File: src/rtl/sprite_blitter.sv
// Sprite compositor: box test and ROM addressing for the heart sprite, then a
// colour-key merge onto the background stream with a fixed 3-cycle latency.
module sprite_blitter #(
    parameter int          SPR_W      = 20,
    parameter int          SPR_H      = 18,
    parameter int          SCALE_LOG2 = 0,
    parameter logic [11:0] KEY_RGB    = 12'hFFF
) (
    input  logic       clock,
    input  logic       resetn,
    input  logic       frame_start,
    input  logic [9:0] sprite_x,
    input  logic [9:0] sprite_y,
    input  logic       sprite_en,
    input  logic [9:0] px_x,
    input  logic [9:0] px_y,
    input  logic       px_valid,
    input  logic       hsync_in,
    input  logic       vsync_in,
    input  logic [3:0] bg_r,
    input  logic [3:0] bg_g,
    input  logic [3:0] bg_b,
    output logic [8:0] rom_addr,
    input  logic [7:0] rom_r,
    input  logic [7:0] rom_g,
    input  logic [7:0] rom_b,
    output logic [3:0] out_r,
    output logic [3:0] out_g,
    output logic [3:0] out_b,
    output logic       hsync_out,
    output logic       vsync_out,
    output logic       px_valid_out,
    output logic       sprite_hit
);

    localparam int BOX_W = SPR_W << SCALE_LOG2;
    localparam int BOX_H = SPR_H << SCALE_LOG2;

    logic [9:0]  sx_q, sx_d, sy_q, sy_d;
    logic        sen_q, sen_d;
    logic [8:0]  rom_addr_q, rom_addr_d;
    logic        hit1_q, hit1_d, hit2_q, hit2_d;
    logic [11:0] bg1_q, bg1_d, bg2_q, bg2_d;
    logic        hs1_q, hs1_d, hs2_q, hs2_d, hs3_q, hs3_d;
    logic        vs1_q, vs1_d, vs2_q, vs2_d, vs3_q, vs3_d;
    logic        vld1_q, vld1_d, vld2_q, vld2_d, vld3_q, vld3_d;
    logic [11:0] out_rgb_q, out_rgb_d;
    logic        hit3_q, hit3_d;

    logic [10:0] dx_s, dy_s;
    logic [9:0]  col_s, row_s;
    logic        in_box_s;
    logic [8:0]  addr_s;
    logic [11:0] tex_s;
    logic        opaque_s;
    logic        rom_unused_s;

    assign rom_unused_s = ^{rom_r[7:4], rom_g[7:4], rom_b[7:4]};

    // Box test and texel address; 11-bit differences keep off-screen positions from wrapping into the box
    always_comb begin
        dx_s     = {1'b0, px_x} - {1'b0, sx_q};
        dy_s     = {1'b0, px_y} - {1'b0, sy_q};
        col_s    = dx_s[9:0] >> SCALE_LOG2;
        row_s    = dy_s[9:0] >> SCALE_LOG2;
        in_box_s = sen_q && px_valid
                   && !dx_s[10] && (dx_s[9:0] < 10'(BOX_W))
                   && !dy_s[10] && (dy_s[9:0] < 10'(BOX_H));
        addr_s   = 9'(row_s * 10'(SPR_W) + col_s);
        tex_s    = {rom_r[3:0], rom_g[3:0], rom_b[3:0]};
        opaque_s = hit2_q && (tex_s != KEY_RGB);
    end

    // Next-state for shadow registers and the three pipeline stages
    always_comb begin
        sx_d  = sx_q;
        sy_d  = sy_q;
        sen_d = sen_q;
        if (frame_start) begin
            sx_d  = sprite_x;
            sy_d  = sprite_y;
            sen_d = sprite_en;
        end else begin
            sx_d  = sx_q;
        end

        rom_addr_d = in_box_s ? addr_s : 9'd0;
        hit1_d     = in_box_s;
        bg1_d      = {bg_r, bg_g, bg_b};
        hs1_d      = hsync_in;
        vs1_d      = vsync_in;
        vld1_d     = px_valid;

        hit2_d = hit1_q;
        bg2_d  = bg1_q;
        hs2_d  = hs1_q;
        vs2_d  = vs1_q;
        vld2_d = vld1_q;

        hs3_d  = hs2_q;
        vs3_d  = vs2_q;
        vld3_d = vld2_q;
        hit3_d = opaque_s && vld2_q;
        if (!vld2_q) begin
            out_rgb_d = 12'h000;
        end else if (opaque_s) begin
            out_rgb_d = tex_s;
        end else begin
            out_rgb_d = bg2_q;
        end
    end

    // State registers; reset flushes the whole pipeline immediately
    always_ff @(posedge clock or negedge resetn) begin
        if (!resetn) begin
            sx_q       <= 10'd0;
            sy_q       <= 10'd0;
            sen_q      <= 1'b0;
            rom_addr_q <= 9'd0;
            hit1_q     <= 1'b0;
            hit2_q     <= 1'b0;
            hit3_q     <= 1'b0;
            bg1_q      <= 12'h000;
            bg2_q      <= 12'h000;
            hs1_q      <= 1'b0;
            hs2_q      <= 1'b0;
            hs3_q      <= 1'b0;
            vs1_q      <= 1'b0;
            vs2_q      <= 1'b0;
            vs3_q      <= 1'b0;
            vld1_q     <= 1'b0;
            vld2_q     <= 1'b0;
            vld3_q     <= 1'b0;
            out_rgb_q  <= 12'h000;
        end else begin
            sx_q       <= sx_d;
            sy_q       <= sy_d;
            sen_q      <= sen_d;
            rom_addr_q <= rom_addr_d;
            hit1_q     <= hit1_d;
            hit2_q     <= hit2_d;
            hit3_q     <= hit3_d;
            bg1_q      <= bg1_d;
            bg2_q      <= bg2_d;
            hs1_q      <= hs1_d;
            hs2_q      <= hs2_d;
            hs3_q      <= hs3_d;
            vs1_q      <= vs1_d;
            vs2_q      <= vs2_d;
            vs3_q      <= vs3_d;
            vld1_q     <= vld1_d;
            vld2_q     <= vld2_d;
            vld3_q     <= vld3_d;
            out_rgb_q  <= out_rgb_d;
        end
    end

    assign rom_addr     = rom_addr_q;
    assign out_r        = out_rgb_q[11:8];
    assign out_g        = out_rgb_q[7:4];
    assign out_b        = out_rgb_q[3:0];
    assign hsync_out    = hs3_q;
    assign vsync_out    = vs3_q;
    assign px_valid_out = vld3_q;
    assign sprite_hit   = hit3_q;

endmodule

File: config.mk
export PLATFORM = sky130hd
export DESIGN_NAME = sprite_blitter
export DESIGN_NICKNAME = d
export VERILOG_FILES = /design/src/rtl/sprite_blitter.sv
export SDC_FILE = /design/constraint.sdc
export NUM_CORES = 1
export LEC_CHECK = 0
export CORE_MARGIN = 4
export CORE_UTILIZATION = 50
export CTS_BUF_LIST = sky130_fd_sc_hd__clkbuf_8
export CTS_CLUSTER_SIZE = 8
export DETAILED_ROUTE_END_ITERATION = 10
export PLACE_DENSITY = 0.83
export SLEW_MARGIN = 20
export SYNTH_ARGS = -nofsm -noshare
export SYNTH_HDL_FRONTEND = slang
export SYNTH_SLANG_ARGS = --single-unit
export TNS_END_PERCENT = 30
File: constraint.sdc
create_clock -name clock -period 4.9 [get_ports clock]
set_input_delay 1.225 -clock clock [delete_from_list [all_inputs] [get_ports clock]]
set_output_delay 1.225 -clock clock [all_outputs]
set_load 0.02 [all_outputs]
==> results.json, run 1 <==
{
  "skew_ps": 14.5,
  "rrSetupSlack_ps": 1310,
  "period_share": 0.933,
  "grt_use_total": 0.179,
  "synth_flop_cell": "dfrtp_1",
  "antenna_found_initial": 0,
  "portBuffers": 95,
  "synthCells": 364,
  "grt_pass1_vias": 3044,
  "hold_class": "register to register",
  "dieArea_sq_um": 9330,
  "yosysMostFrequentCell": "dfrtp_1",
  "pwr-share-seq": 0.366,
  "area_growth_pct": 32.2,
  "placedCellCount": 554,
  "yosysTopAreaCellShare": 0.497,
  "switchingPower_uw": 611,
  "p_clk_frac": 0.250,
  "place_congestion": 0.864,
  "clock_path_buffers": 2,
  "n_fill_cell": 606,
  "cts_resized": 0,
  "syn_nets": 484,
  "die_h_microns": 96.6,
  "path_class": "primary input to register",
  "antenna_cells": 0,
  "timing.fmax_ghz": 0.219,
  "cts_buffers": 9,
  "max_slew_margin": 0.383,
  "synth_cell_types": 44,
  "clk_pin_slew_ps": 80,
  "period_needed_ps": 4570,
  "num_vias": 2924,
  "ys_seq_area_frac": 0.497,
  "drtAntennaViolNets": 0,
  "switching_share": 0.325,
  "clkSinkCount": 78,
  "first_iter_violations": 118,
  "r2r_end": "rom_addr[8]$_DFF_PN0_",
  "clock_latency_ps": 340,
  "startpoint": "px_y[0]",
  "fin_cells": 570,
  "layout-drive-gt1-share": 0.0726,
  "first_pass_iters": 4,
  "worstPathMaxFanout": 3,
  "p_per_area_nw_per_um2": 362,
  "worstPathArrival_ps": 4800,
  "cts-hold-fix-buffers": 0,
  "critPathRequiredTime_ps": 5130,
  "syn_avg_cell_area_sq_um": 10.8,
  "pin_count": 108,
  "final_max_slew_viol_count": 0,
  "max-vdd-ir-drop_uv": 211,
  "p_leak_uw": 0.00240,
  "overflow": 0,
  "setup_violations": 0,
  "post-place-ws_ps": 6.00,
  "wl_per_cell_microns": 14.2,
  "start_util": 0.511,
  "startpoint_type": "primary input",
  "r2r-start": "sy_q[0]$_DFFE_PN0P_",
  "ctsRootBufferMaster": "clkbuf_8",
  "coreArea_sq_um": 7690,
  "grt_pass1_wl_microns": 13800,
  "synth_edf_count": 0,
  "status": "complete, no violations",
  "async_reset_ff_frac": 1.00,
  "reg2regPathDepth": 15,
  "syn-cell-area_sq_um": 3930,
  "p_int_uw": 1270,
  "p_comb_frac": 0.384,
  "drc": 0,
  "ys_warn_count": 0,
  "finalNetCount": 583,
  "yosys-top-cells-count": "dfrtp_1 (78), ha_1 (33), nand2_1 (31), nor2_1 (31), inv_1 (28)",
  "grt_max_degree": 79,
  "fp-row-count": 32,
  "whs_ps": 345,
  "drv_cap": 0,
  "regArea_sq_um": 1950,
  "worstSetupEndpoint": "rom_addr[8]$_DFF_PN0_",
  "die_w_microns": 96.6,
  "final_util": 0.675,
  "rsz0062_at_grt": "no",
  "hpwlAfterDp_microns": 6160,
  "cts_tree": "built",
  "post_cts_buffers": 0,
  "setup_ws_ps": 327,
  "endpoint_kind": "register",
  "finalHoldViolCount": 0,
  "cts_htree_levels": 3,
  "multi_input_area_sq_um": 1820,
  "synth-seq-cells": 78,
  "setup-tns-final_ps": 0,
  "viasPerCell": 5.13,
  "worstMarginPinSlew_ps": 925,
  "yosys-top-cells-area": "dfrtp_1 (50%), ha_1 (11%), xnor2_1 (3.3%)",
  "drt_wl_total_microns": 8080,
  "yosys.area.top_type": "dfrtp_1"
}
## cell families (layout without fill, tap and decap cells)
logic type / after synthesis / in the layout / share of synthesized area
flops: 78 / 78 / 0.497
simple gates: 103 / 103 / 0.129
mux: 18 / 18 / 0.0475
buf+inv: 40 / 144 / 0.0405
compound gates: 68 / 68 / 0.111
fa+ha+maj: 37 / 37 / 0.126
xor+xnor: 20 / 20 / 0.0491
## placed cells by master, fill, tap and decap left out, types with 2 or more instances in the layout
| cell type | instances |
|---|---|
| a211oi_1 | 4 |
| a21o_1 | 7 |
| a21oi_1 | 17 |
| and3_1 | 3 |
| buf_4 | 6 |
| clkbuf_8 | 9 |
| clkdlybuf4s50_1 | 94 |
| clkinv_4 | 2 |
| clkinvlp_4 | 2 |
| dfrtp_1 | 78 |
| fa_1 | 4 |
| ha_1 | 33 |
| inv_1 | 29 |
| mux2_2 | 5 |
| mux2i_1 | 13 |
| nand2_1 | 31 |
| nand2b_1 | 4 |
| nand4_1 | 4 |
| nor2_1 | 31 |
| nor2b_1 | 5 |
| nor3_1 | 7 |
| nor4_1 | 11 |
| o2111ai_1 | 2 |
| o21a_1 | 2 |
| o21ai_0 | 24 |
| o21ai_1 | 2 |
| xnor2_1 | 15 |
| xor2_1 | 4 |
## flip-flops by register name (all words and copies together) (netlist names)
name,count
sx_q,10
bg1_q,12
px_valid_out,1
vld2_q,1
vld1_q,1
sy_q,10
hit2_q,1
sen_q,1
hs2_q,1
out_rgb_q,12
hit1_q,1
vs2_q,1
hs1_q,1
vs1_q,1
rom_addr,9
bg2_q,12
sprite_hit,1
hsync_out,1
vsync_out,1
## layout make-up
class | instances | area share
Multi-Input combinational cell | 246 | 0.351
Timing Repair Buffer | 100 | 0.190
Clock inverter | 7 | 0.0145
Inverter | 28 | 0.0203
Sequential cell | 78 | 0.376
Clock buffer | 9 | 0.0239
Tap cell | 102 | 0.0246
## worst max-delay path: stages
cell             delay (ps)
clkdlybuf4s50_1         390
inv_1                    60
ha_1                    160
inv_1                    60
fa_1                    410
a21o_1                  210
a21oi_1                 170
xnor2_1                 160
ha_1                    310
fa_1                    440
xor2_1                  180
ha_1                    320
a21oi_1                 170
o21ai_0                 130
xnor2_1                 180
nand2_1                  70
nor4_1                  170
## stage by stage
stage	instance area, sq um	power (uW)
detailed placement	4990	1420
floorplan	3930	1210
CTS	5190	1900
global route	5190	2010
finish	5190	1880
global placement	4990	1380
## power groups by stage
stage                     clock, uW  combinational, uW  sequential [uW]
after floorplan                   0                508              706
after global placement            0                685              698
after detailed placement          0                716              700
after CTS                       484                724              688
after global routing            518                802              691
final                           471                722              687
## worst min-delay path by stage
stage	to	cells past startpoint	from
after floorplan	bg2_q[0]$_DFF_PN0_	0	bg1_q[0]$_DFF_PN0_
after global placement	bg2_q[5]$_DFF_PN0_	0	bg1_q[5]$_DFF_PN0_
after detailed placement	bg2_q[6]$_DFF_PN0_	0	bg1_q[6]$_DFF_PN0_
after CTS	hit2_q$_DFF_PN0_	0	hit1_q$_DFF_PN0_
after global routing	hit2_q$_DFF_PN0_	0	hit1_q$_DFF_PN0_
final	hit2_q$_DFF_PN0_	0	hit1_q$_DFF_PN0_
## per-layer routing
metal,vias to the layer above,share of wire,GRT usage
li1,1449,-,-
met1,1391,0.43,0.224
met2,78,0.50,0.306
met3,6,0.055,0.0461
met4,0,0.0084,0.0497
met5,-,0,0
Note: power is estimated with default switching activity, not from simulation.
==> inputs of run 2 (changes only) <==
GPL_TIMING_DRIVEN = 0   (was unset)
==> run 2 against run 1 <==
Net effect: worst hold slack better by 6.0 ps; via count is 2.8% higher; clock power is 1% higher; final cell count is 1.2% higher; sequential power hardly changed; sequential cell count stayed put; routed wire length is 6.1% higher; clock skew is 3.8 ps lower; die area stayed put; setup slack worse by 130 ps; count of clock-buffer cells in the layout stayed put; maximum frequency is 2.7% lower; highest routed layer unchanged.
==> results.json, run 2 (synthesis gave the netlist of run 1 again) <==
{
  "n_fill_cell": 604,
  "path_class": "primary input to register",
  "finalPower_uw": 1880,
  "endpoint_kind": "register",
  "num_vias": 3005,
  "clock_path_buffers": 2,
  "worstPathMaxFanout": 3,
  "place_congestion": 0.823,
  "status": "complete, no violations",
  "setup_violations": 0,
  "hpwlAfterDp_microns": 6750,
  "coreArea_sq_um": 7690,
  "grt_pass1_wl_microns": 14000,
  "finalNetCount": 590,
  "start_util": 0.511,
  "layout-drive-gt1-share": 0.0695,
  "period_share": 0.959,
  "final_cell_mix": "clkdlybuf4s50_1 (93), dfrtp_1 (78), ha_1 (33)",
  "cts_tree": "built",
  "ctsRootBufferMaster": "clkbuf_8",
  "portBuffers": 94,
  "dieArea_sq_um": 9330,
  "pin_count": 108,
  "drt_wl_total_microns": 8570,
  "period_needed_ps": 4700,
  "clkSinkCount": 78,
  "startpoint_type": "primary input",
  "die_h_microns": 96.6,
  "die_w_microns": 96.6,
  "final_max_slew_viol_count": 0,
  "grt_max_degree": 42,
  "first_iter_violations": 119,
  "max_slew_margin": 0.433,
  "area_growth_pct": 33.1,
  "hold_class": "register to register",
  "rsz0062_at_grt": "no",
  "p_leak_uw": 0.00241,
  "clock_latency_ps": 350,
  "worstPathArrival_ps": 4940,
  "drv_cap": 0,
  "cts_resized": 0,
  "cts_buffers": 9,
  "first_pass_iters": 4,
  "cts-hold-fix-buffers": 0,
  "wl_per_cell_microns": 14.9,
  "critPathRequiredTime_ps": 5140,
  "worstMarginPinSlew_ps": 845,
  "skew_ps": 10.7,
  "timing.fmax_ghz": 0.213,
  "drtAntennaViolNets": 0,
  "multi_input_area_sq_um": 1830,
  "clk_pin_slew_ps": 80,
  "viasPerCell": 5.21,
  "grt_pass1_vias": 2992,
  "p_per_area_nw_per_um2": 361,
  "fin_cells": 577,
  "final_util": 0.680,
  "grt_use_total": 0.184,
  "finalHoldViolCount": 0,
  "antenna_found_initial": 0,
  "regArea_sq_um": 1950,
  "post_cts_buffers": 0,
  "fp-row-count": 32,
  "final_common_cell": "clkdlybuf4s50_1",
  "overflow": 0,
  "max-vdd-ir-drop_uv": 187,
  "cts_htree_levels": 3,
  "antenna_cells": 0,
  "top_regs": "bg1_q x12, bg2_q x12, out_rgb_q x12",
  "placedCellCount": 561,
  "drc": 0
}
==> run 2: layer usage <==
layer / GRT usage / up-vias / wire length, microns
li1: - / 1473 / -
met1: 0.229 / 1429 / 3600
met2: 0.321 / 93 / 4370
met3: 0.0483 / 10 / 488
met4: 0.0475 / 0 / 107
met5: 0 / - / 0
==> run 2: metrics by stage <==
stage	hold WS [ps]	worst slack [ps]	area [sq um]	TNS [ps]
3_5_place_dp	335	-211	5010	-211
4_1_cts	353	170	5210	0
6_report	351	202	5220	0
5_1_grt	357	37.4	5220	0
2_1_floorplan	331	578	3930	0
3_3_place_gp	332	-58.5	4990	-58.5
==> run 2: path summary, 6_finish.rpt <==
path                                     startpoint                    end  slack [ps]  cells after the start
max in group asynchronous                    resetn      sen_q$_DFFE_PN0P_        3480                      2
worst max-delay path                        px_y[0]  rom_addr[8]$_DFF_PN0_         200                     17
worst min-delay path             bg1_q[9]$_DFF_PN0_     bg2_q[9]$_DFF_PN0_         350                      0
min in group asynchronous                    resetn    vsync_out$_DFF_PN0_         840                      1
worst min register to register   bg1_q[9]$_DFF_PN0_     bg2_q[9]$_DFF_PN0_         350                      0
worst max register to register  sy_q[0]$_DFFE_PN0P_  rom_addr[8]$_DFF_PN0_        1190                     15
==> run 2: power by group <==
| group | switching (uW) | internal, uW | leakage [uW] |
|---|---|---|---|
| clock | 240 | 237 | 0.0000972 |
| combinational | 371 | 349 | 0.00135 |
| sequential | 9.64 | 677 | 0.000961 |
==> run 2: worst max-delay path, cell delays in order <==
cell,delay [ps]
clkdlybuf4s50_1,400
inv_1,60
ha_1,160
inv_1,60
fa_1,390
a21o_1,200
a21oi_1,230
xnor2_2,180
ha_1,320
fa_1,440
xor2_1,170
ha_1,320
a21oi_1,180
o21ai_0,150
xnor2_1,190
nand2_1,80
nor4_2,170
==> run 2: layout make-up <==
class / instances / share of cell area
inverter: 28 / 0.0201
tap: 102 / 0.0244
buffer: 12 / 0.0103
timing repair buffer: 95 / 0.183
sequential: 78 / 0.374
clock buffer: 9 / 0.0237
multi-input combinational: 246 / 0.350
clock inverter: 7 / 0.0144
==> inputs of run 3 (changes only) <==
SETUP_SLACK_MARGIN = 0.4   (was unset)
==> run 3 against run 2 <==
Net effect: via count increased by 2.4%; non-clock buffer count increased by 7; worst hold slack got worse by 4.1 ps; design area increased by 3.6%; sequential share of layout area decreased by 1.3 points; first-iteration DRC count increased by 32%; utilization increased by 2.4 points; global-route usage increased by 0.23 points; critical path type unchanged.
==> results.json, run 3 (synthesis gave the netlist of run 1 again) <==
{
  "die_w_microns": 96.6,
  "startpoint_type": "primary input",
  "cpMostUsedCell": "ha_1",
  "antenna_cells": 0,
  "post-place-ws_ps": -211,
  "drv_cap": 0,
  "num_vias": 3076,
  "p_clk_frac": 0.236,
  "grt_pass1_wl_microns": 14200,
  "cts_tree": "built",
  "viasPerCell": 5.27,
  "period_needed_ps": 4320,
  "cts_buffers": 9,
  "cp_cell_sequence": "clkdlybuf4s50_1, ha_1, o22ai_2, xnor2_2, ha_1, ha_4, fa_2, xor2_1, ha_1, a21oi_2, o21ai_2, xnor2_2, nand2_1, nor4_2",
  "crit_family": "adder cells",
  "worstPathArrival_ps": 4580,
  "coreArea_sq_um": 7690,
  "layout-drive-gt1-share": 0.127,
  "finalNetCount": 597,
  "switching_share": 0.341,
  "antenna_found_initial": 0,
  "setup_violations": 0,
  "fp-row-count": 32,
  "cp_num_buf_inv": 1,
  "p_leak_uw": 0.00248,
  "hold_class": "register to register",
  "top_regs": "bg1_q x12, bg2_q x12, out_rgb_q x12",
  "timing.fmax_ghz": 0.231,
  "final_max_slew_viol_count": 0,
  "endpoint_kind": "register",
  "worstMarginPinSlew_ps": 840,
  "regArea_sq_um": 1950,
  "path_class": "primary input to register",
  "placedCellCount": 561,
  "skew_ps": 13.8,
  "fin_cells": 584,
  "switchingPower_uw": 693,
  "slowest_stage": "clkdlybuf4s50_1",
  "cts-hold-fix-buffers": 0,
  "area_growth_pct": 37.9,
  "max_slew_margin": 0.436,
  "pin_count": 108,
  "max-vdd-ir-drop_uv": 208,
  "final_common_cell": "clkdlybuf4s50_1",
  "clk_pin_slew_ps": 90,
  "first_iter_violations": 157,
  "period_share": 0.882,
  "grt_max_degree": 42,
  "status": "complete, no violations",
  "p_int_uw": 1340,
  "slowest_delay_ps": 410,
  "drtAntennaViolNets": 0,
  "clkSinkCount": 78,
  "finalHoldViolCount": 0,
  "p_per_area_nw_per_um2": 376,
  "pwr-share-seq": 0.338,
  "final_cell_mix": "clkdlybuf4s50_1 (91), dfrtp_1 (78), nor2_1 (30), nand2_1 (30), inv_1 (28)",
  "cts_htree_levels": 3,
  "critPathRequiredTime_ps": 5150,
  "p_comb_frac": 0.426,
  "place_congestion": 0.823,
  "dieArea_sq_um": 9330,
  "drt_wl_total_microns": 9190,
  "clock_latency_ps": 350,
  "drc": 0,
  "wl_per_cell_microns": 15.7,
  "portBuffers": 94,
  "setup_ws_ps": 576,
  "grt_pass1_vias": 3020,
  "multi_input_area_sq_um": 1960,
  "worstPathMaxFanout": 4,
  "ctsRootBufferMaster": "clkbuf_8",
  "start_util": 0.511,
  "n_fill_cell": 569,
  "first_pass_iters": 4,
  "clock_path_buffers": 2,
  "rsz0062_at_grt": "no",
  "hpwlAfterDp_microns": 6750,
  "grt_use_total": 0.187,
  "die_h_microns": 96.6,
  "overflow": 0
}
-- run 3: what timing repair did --
item	4_1_cts	5_1_grt
gates resized for setup	4	24
setup buffers	1	6
setup endpoints to repair	1	2
pin swaps	2	19
-- run 3: final cells by class --
type / count / share of cell area
multi-input combinational: 246 / 0.362
sequential: 78 / 0.361
timing repair buffer: 102 / 0.188
tap: 102 / 0.0236
clock buffer: 9 / 0.0229
inverter: 28 / 0.0194
clock inverter: 7 / 0.0139
buffer: 12 / 0.00994
-- run 3: routing by layer --
metal  vias up  GRT usage  share of wire
li1       1487          -              -
met1      1481      0.230           0.41
met2        95      0.327           0.52
met3        13     0.0483          0.055
met4         0     0.0475          0.015
met5         -          0              0
-- run 3: worst register-to-register path: stages (launching register included) --
cell	delay [ps]
dfrtp_1	350
ha_2	190
inv_2	40
fa_2	350
a21o_1	220
a21oi_2	200
xnor2_2	180
ha_4	270
fa_2	330
xor2_1	160
ha_1	360
a21oi_2	180
o21ai_2	100
xnor2_2	140
nand2_1	80
nor4_2	280
-- run 3: power by group through the flow --
| stage | Sequential (uW) | Combinational (uW) | Clock [uW] |
|---|---|---|---|
| 2_1_floorplan | 706 | 508 | 0 |
| 3_3_place_gp | 699 | 678 | 0 |
| 3_5_place_dp | 700 | 706 | 0 |
| 4_1_cts | 687 | 729 | 492 |
| 5_1_grt | 690 | 959 | 520 |
| 6_report | 687 | 867 | 481 |
-- run 3: worst paths after layout --
check / slack, ps / cells after the start / from / end
min: 350 / 0 / bg1_q[6]$_DFF_PN0_ / bg2_q[6]$_DFF_PN0_
max: 580 / 14 / px_y[2] / rom_addr[8]$_DFF_PN0_
min in group asynchronous: 830 / 1 / resetn / sy_q[6]$_DFFE_PN0P_
max reg2reg: 1360 / 15 / sy_q[0]$_DFFE_PN0P_ / rom_addr[8]$_DFF_PN0_
max in group asynchronous: 3490 / 2 / resetn / sen_q$_DFFE_PN0P_
min reg2reg: 350 / 0 / bg1_q[6]$_DFF_PN0_ / bg2_q[6]$_DFF_PN0_
-- run 3: per-stage QoR --
stage | TNS, ps | hold slack [ps] | util | cell area, sq um | power, uW
after floorplan | 0 | 331 | - | 3930 | 1210
after global placement | -58.5 | 332 | 0.650 | 4990 | 1380
after detailed placement | -211 | 335 | 0.652 | 5010 | 1410
after CTS | 0 | 353 | 0.683 | 5250 | 1910
after global routing | 0 | 357 | 0.704 | 5410 | 2170
final | 0 | 347 | 0.704 | 5410 | 2030
